$ cat config.mk
export PLATFORM = sky130hd
export DESIGN_NAME = pipeline_stall_controller
export DESIGN_NICKNAME = d
export VERILOG_FILES = /design/src/rtl/pipeline_stall_controller.sv
export SDC_FILE = /design/constraint.sdc
export NUM_CORES = 1
export LEC_CHECK = 0
export CAP_MARGIN = 30
export CORE_AREA = 4 4 77 79
export DETAILED_ROUTE_END_ITERATION = 16
export DIE_AREA = 0 0 81 83
export PLACE_DENSITY = 0.68
export SYNTH_ARGS = -nofsm -noshare
export SYNTH_HDL_FRONTEND = slang
export SYNTH_SLANG_ARGS = --single-unit
$ cat constraint.sdc
create_clock -name clk -period 2 [get_ports clk]
set_clock_uncertainty 0.1 [all_clocks]
set_input_delay 0.4 -clock clk [delete_from_list [all_inputs] [get_ports clk]]
set_output_delay 0.4 -clock clk [all_outputs]
set_load 0.03 [all_outputs]
$ cat src/rtl/pipeline_stall_controller.sv
// Hazard/stall sequencer for the PC and IF/ID register: cache-miss wait FSM,
// load-use interlock, branch flush, external halt, and saturating perf counters.
module pipeline_stall_controller #(
  parameter int MISS_LATENCY = 4,
  parameter int CNT_W        = 16
) (
  input  logic             clk,
  input  logic             rst_n,
  input  logic             hit,
  input  logic             ex_mem_read,
  input  logic [4:0]       ex_rt,
  input  logic [4:0]       id_rs,
  input  logic [4:0]       id_rt,
  input  logic             branch_taken,
  input  logic             halt_req,
  output logic             pc_write,
  output logic             if_id_write,
  output logic             if_id_flush,
  output logic             id_ex_bubble,
  output logic [1:0]       state,
  output logic [CNT_W-1:0] miss_count,
  output logic [CNT_W-1:0] stall_count
);

  typedef enum logic [1:0] {
    RUN  = 2'd0,
    MISS = 2'd1,
    HALT = 2'd2
  } state_e;

  localparam int TW = (MISS_LATENCY < 2) ? 1 : $clog2(MISS_LATENCY);
  localparam logic [TW-1:0]    TIMER_LOAD = TW'(MISS_LATENCY - 1);
  localparam logic [CNT_W-1:0] CNT_MAX    = '1;

  state_e           state_q, state_d;
  logic [TW-1:0]    timer_q, timer_d;
  logic [CNT_W-1:0] miss_cnt_q, miss_cnt_d;
  logic [CNT_W-1:0] stall_cnt_q, stall_cnt_d;
  logic             load_use;
  logic             miss_event;

  assign load_use = ex_mem_read && (ex_rt != 5'd0) &&
                    ((ex_rt == id_rs) || (ex_rt == id_rt));

  // Control outputs and next state; reset overrides everything at the end.
  always_comb begin
    pc_write     = 1'b1;
    if_id_write  = 1'b1;
    if_id_flush  = 1'b0;
    id_ex_bubble = 1'b0;
    state_d      = state_q;
    timer_d      = timer_q;
    miss_event   = 1'b0;

    unique case (state_q)
      RUN: begin
        if (branch_taken) begin
          if_id_write  = 1'b0;
          if_id_flush  = 1'b1;
          id_ex_bubble = 1'b1;
        end else if (!hit) begin
          pc_write    = 1'b0;
          if_id_write = 1'b0;
          if (load_use) begin
            id_ex_bubble = 1'b1;
          end else begin
            if_id_flush = 1'b1;
          end
          state_d    = MISS;
          timer_d    = TIMER_LOAD;
          miss_event = 1'b1;
        end else if (halt_req) begin
          pc_write     = 1'b0;
          if_id_write  = 1'b0;
          id_ex_bubble = 1'b1;
          state_d      = HALT;
        end else if (load_use) begin
          pc_write     = 1'b0;
          if_id_write  = 1'b0;
          id_ex_bubble = 1'b1;
        end
      end

      MISS: begin
        if (branch_taken) begin
          // Redirect abandons the outstanding refill.
          if_id_write  = 1'b0;
          if_id_flush  = 1'b1;
          id_ex_bubble = 1'b1;
          state_d      = RUN;
          timer_d      = '0;
        end else begin
          pc_write    = 1'b0;
          if_id_write = 1'b0;
          if (load_use) begin
            id_ex_bubble = 1'b1;
          end else begin
            if_id_flush = 1'b1;
          end
          if (timer_q != '0) begin
            timer_d = timer_q - TW'(1);
          end else if (hit) begin
            state_d = RUN;
          end
        end
      end

      HALT: begin
        if (branch_taken) begin
          if_id_write  = 1'b0;
          if_id_flush  = 1'b1;
          id_ex_bubble = 1'b1;
        end else begin
          pc_write     = 1'b0;
          if_id_write  = 1'b0;
          id_ex_bubble = 1'b1;
          if (!halt_req) begin
            state_d = RUN;
          end
        end
      end

      default: begin
        pc_write     = 1'b0;
        if_id_write  = 1'b0;
        if_id_flush  = 1'b1;
        id_ex_bubble = 1'b1;
        state_d      = RUN;
        timer_d      = '0;
      end
    endcase

    if (!rst_n) begin
      pc_write     = 1'b0;
      if_id_write  = 1'b0;
      if_id_flush  = 1'b1;
      id_ex_bubble = 1'b1;
    end
  end

  always_comb begin
    miss_cnt_d  = miss_cnt_q;
    stall_cnt_d = stall_cnt_q;
    if (miss_event && (miss_cnt_q != CNT_MAX)) begin
      miss_cnt_d = miss_cnt_q + CNT_W'(1);
    end
    if (!pc_write && (stall_cnt_q != CNT_MAX)) begin
      stall_cnt_d = stall_cnt_q + CNT_W'(1);
    end
  end

  always_ff @(posedge clk) begin
    if (!rst_n) begin
      state_q     <= RUN;
      timer_q     <= '0;
      miss_cnt_q  <= '0;
      stall_cnt_q <= '0;
    end else begin
      state_q     <= state_d;
      timer_q     <= timer_d;
      miss_cnt_q  <= miss_cnt_d;
      stall_cnt_q <= stall_cnt_d;
    end
  end

  assign state       = state_q;
  assign miss_count  = miss_cnt_q;
  assign stall_count = stall_cnt_q;

endmodule

==> impl_results.rst <==
.. list-table::
   :header-rows: 1

   * - Metric
     - Value
   * - Total placed cells including tap cells
     - ~400
   * - Number of global-route vias before repair
     - approximately 2.2k
   * - Deepest clock path buffer count
     - 2
   * - Routability cong.
     - roughly 0.79
   * - Core ar.
     - 0.00534 mm2
   * - Detailed Route WL
     - ~6000 um
   * - Number of enable flip-flop cells after synthesis
     - 0
   * - Warning count from the yosys run
     - 0
   * - Prevailing post-synth register cell
     - sky130_fd_sc_hd__dfxtp_1
   * - Number of setup violations in the final report
     - 20
   * - Footprint of the flip-flops and latches
     - 747 um2
   * - Shortest period the worst path allows
     - roughly 2.2 ns
   * - Worst slack at placement
     - -0.787 ns
   * - Most area-consuming cells after synthesis
     - sky130_fd_sc_hd__dfxtp_1, sky130_fd_sc_hd__xor2_1, sky130_fd_sc_hd__nor2_1, sky130_fd_sc_hd__ha_1, sky130_fd_sc_hd__a21oi_1
   * - R2r worst-path depth
     - 8
   * - Net count, final
     - 381
   * - I/O pin count
     - 59
   * - Routed vias
     - about 2.2k
   * - Post-synthesis cell type with the largest combined area
     - sky130_fd_sc_hd__dfxtp_1
   * - TritonCTS clock tree
     - built
   * - Fraction of layout cells with a size suffix above 1
     - a little under 40%
   * - Worst VDD drop
     - around 360 uV
   * - Post-synthesis cell count
     - 246
   * - Total of flip-flops plus latches after synthesis
     - 36
   * - Biggest fanout along the worst timing path
     - 3
   * - Power per Cell Area
     - roughly 560 mW/mm2
   * - Combined area of all synthesized cells
     - 0.00204 mm2
   * - Worst hold-check path type
     - reg -> reg
   * - Remaining max-slew budget at the tightest pin
     - between 70% and 80%
   * - Final Instance Count excl. Fillers
     - 426
   * - Clock root cell
     - sky130_fd_sc_hd__clkbuf_8
   * - Clk slew on worst S/H paths
     - 0.07 ns
   * - Pins over their slew limit
     - 0
   * - Unique masters post-synth
     - 40
   * - Post-route fraction of the period consumed by the critical path
     - 112%
   * - Global-route wire length before repair
     - roughly 9700 um
   * - Async set or reset register ratio after synthesis
     - 0%
   * - Setup slack of the most critical reg-to-reg path
     - -0.21 ns
   * - Port Buffer Count
     - 58
   * - Endpoint type of the worst setup path
     - primary output
   * - Max Freq
     - roughly 450 MHz
   * - Number of design-rule violations left by the first detailed-router iteration
     - 89
   * - Die Span X
     - slightly above 80 um
   * - Routed wire per std cell
     - approximately 14 um
   * - Leakage power of the design
     - 1.37 nW
   * - Antenna cell count
     - 0
   * - Congestion Overflow GR
     - 0
   * - Count of max-cap constraint violations
     - 0
   * - End point of the critical path
     - if_id_write
   * - Data arrival time at the worst-slack endpoint
     - 1.73 ns
   * - Vias per cell
     - approximately 5.2
   * - Run status
     - finished, violations left
   * - Antenna violations before repair
     - 0
   * - Worst-margin pin slew
     - between 0.3 and 0.4 ns
   * - Overall routing resource usage
     - about 18%
   * - Number of fill cells in the layout
     - 452
   * - Launch point of the worst reg-to-reg path
     - state[1]$_SDFFE_PN0P_
   * - Number of clock sinks seen by CTS
     - 36
   * - Remaining number of nets flagged by the antenna check after routing
     - 0
   * - Final setup margin
     - -0.233 ns
   * - Clock H-tree levels
     - 2
   * - Number of nets produced by synthesis
     - roughly 270
   * - Number of buffers created by CTS
     - 5
   * - Total iterations of the first detailed-routing run
     - 4
   * - Drc violations
     - 0
   * - Die footprint
     - 0.00672 mm2
   * - Initial core utilization
     - 38.3%
   * - Clock network latency to the later pin of the worst-skew pair
     - ~0.29 ns
   * - Worst Setup Path Type
     - in -> out
   * - Number of core rows
     - 27
   * - Mean cell area of the mapped netlist
     - roughly 8.3 um2
   * - Portion of the post-synthesis area used by sequential elements
     - between 30% and 40%
   * - Critical Path RT
     - about 1.5 ns
   * - CP Launch Point
     - ex_rt[2]
   * - Die extent in y
     - ~83 um
   * - Final hold violation count
     - 0
   * - Area growth from synthesis to final layout
     - 71.1%
   * - Pin count of the biggest net entering global routing
     - 24
   * - Portion of synthesized cell area occupied by the leading cell type
     - about a third
   * - Multi-input combinational cell area
     - about 0.0015 mm2
   * - Violations in the final reports
     - negative setup slack
   * - Unrepaired setup endpoints after global routing
     - yes
   * - Worst Setup Start Kind
     - input pin
   * - End of the worst register-to-register path
     - stall_count[10]$_SDFFE_PN0P_
   * - Final HPWL from detailed placement
     - just over 4000 um
[repair_timing]
item | 4_1_cts | 5_1_grt
resized for setup | 73 | 40
buffers inserted | 12 | 1
pin swaps | 26 | 30
setup endpoints to repair | 23 | 33
hold buffers | 0 | 0
[cell usage after synthesis (3+ instances only)]
library cell	number
sky130_fd_sc_hd__a21oi_1	17
sky130_fd_sc_hd__and3_1	4
sky130_fd_sc_hd__and4_1	4
sky130_fd_sc_hd__buf_2	3
sky130_fd_sc_hd__clkbuf_1	6
sky130_fd_sc_hd__dfxtp_1	36
sky130_fd_sc_hd__ha_1	7
sky130_fd_sc_hd__inv_1	10
sky130_fd_sc_hd__mux2i_1	6
sky130_fd_sc_hd__nand2_1	19
sky130_fd_sc_hd__nand2b_1	5
sky130_fd_sc_hd__nand3_1	9
sky130_fd_sc_hd__nand4_1	8
sky130_fd_sc_hd__nor2_1	25
sky130_fd_sc_hd__nor4_1	3
sky130_fd_sc_hd__o21a_1	4
sky130_fd_sc_hd__o21ai_0	10
sky130_fd_sc_hd__o31ai_1	10
sky130_fd_sc_hd__or3_1	4
sky130_fd_sc_hd__or4_1	11
sky130_fd_sc_hd__xor2_1	20
[cells in the final DEF, fill, tap and decap left out, types with 9 or more instances in the layout]
master and count:
sky130_fd_sc_hd__a21oi_1 11, sky130_fd_sc_hd__buf_4 40, sky130_fd_sc_hd__buf_6 14, sky130_fd_sc_hd__clkdlybuf4s50_1 34
sky130_fd_sc_hd__dfxtp_1 19, sky130_fd_sc_hd__dfxtp_2 15, sky130_fd_sc_hd__nand2_1 19, sky130_fd_sc_hd__nand3_1 9
sky130_fd_sc_hd__nor2_1 23, sky130_fd_sc_hd__xor2_1 18
[cells by family after synthesis]
| logic type | after synthesis | share of synthesized area, % |
|---|---|---|
| fa+ha+maj | 7 | 4.28 |
| simple gates | 99 | 25.6 |
| buf+inv | 21 | 4.41 |
| xor+xnor | 22 | 9.42 |
| mux | 6 | 2.94 |
| flops | 36 | 35.3 |
| compound gates | 55 | 18.1 |
[metrics by stage]
step           setup TNS [ns]  cell area, um2  util, %  hold slack [ns]  total power, W
6_report                -2.64            3500     65.5            0.383         0.00195
5_1_grt                 -4.04            3500     65.5            0.419         0.00205
4_1_cts                 -2.24            3360     62.9            0.388         0.00191
3_5_place_dp           -17.47            3050     57.1            0.378         0.00126
3_3_place_gp           -15.69            3050     57.1            0.361         0.00125
2_1_floorplan           -1.38            2140        -            0.360         0.00106
[cell type report]
cell class,count,share of cell area [%]
clock buffer,8,2.86
inverter,10,1.14
multi-input combinational,189,42.7
sequential,36,21.4
tap,72,2.58
timing repair buffer,111,29.4
[routing by layer]
| metal | global-route usage, % | wire [um] |
|---|---|---|
| met4 | 4.45 | 76 |
| met3 | 3.58 | 183 |
| met2 | 30.1 | 3020 |
| met1 | 22.0 | 2590 |
| met5 | 0 | 0 |
[where the power goes]
| part | switching (W) | internal, W |
|---|---|---|
| combinational | 0.000290 | 0.000319 |
| sequential | 0.0000254 | 0.000746 |
| clock | 0.000254 | 0.000314 |
[how the worst min path moves through the flow]
stage | start | endpoint | slack (ns) | cells after the start
global placement | stall_count[6]$_SDFFE_PN0P_ | stall_count[6]$_SDFFE_PN0P_ | 0.36 | 2
finish | stall_count[6]$_SDFFE_PN0P_ | stall_count[6]$_SDFFE_PN0P_ | 0.38 | 2
CTS | stall_count[6]$_SDFFE_PN0P_ | stall_count[6]$_SDFFE_PN0P_ | 0.39 | 2
floorplan | timer_q[1]$_SDFFE_PN0P_ | timer_q[1]$_SDFFE_PN0P_ | 0.36 | 2
detailed placement | stall_count[6]$_SDFFE_PN0P_ | stall_count[6]$_SDFFE_PN0P_ | 0.38 | 2
global route | stall_count[5]$_SDFFE_PN0P_ | stall_count[5]$_SDFFE_PN0P_ | 0.42 | 2
[state kept, by name, indices dropped and copies added, names as in the netlist]
signal       cells
miss_count      16
stall_count     16
state            2
timer_q          2
[worst max-delay path, cell delays in order]
cell,delay (ns)
sky130_fd_sc_hd__buf_8,0.10
sky130_fd_sc_hd__or4_4,0.54
sky130_fd_sc_hd__o21ai_4,0.15
sky130_fd_sc_hd__nor2_2,0.05
sky130_fd_sc_hd__nor3_2,0.13
sky130_fd_sc_hd__and4_4,0.24
sky130_fd_sc_hd__buf_6,0.12
Note: power is estimated with default switching activity, not from simulation.
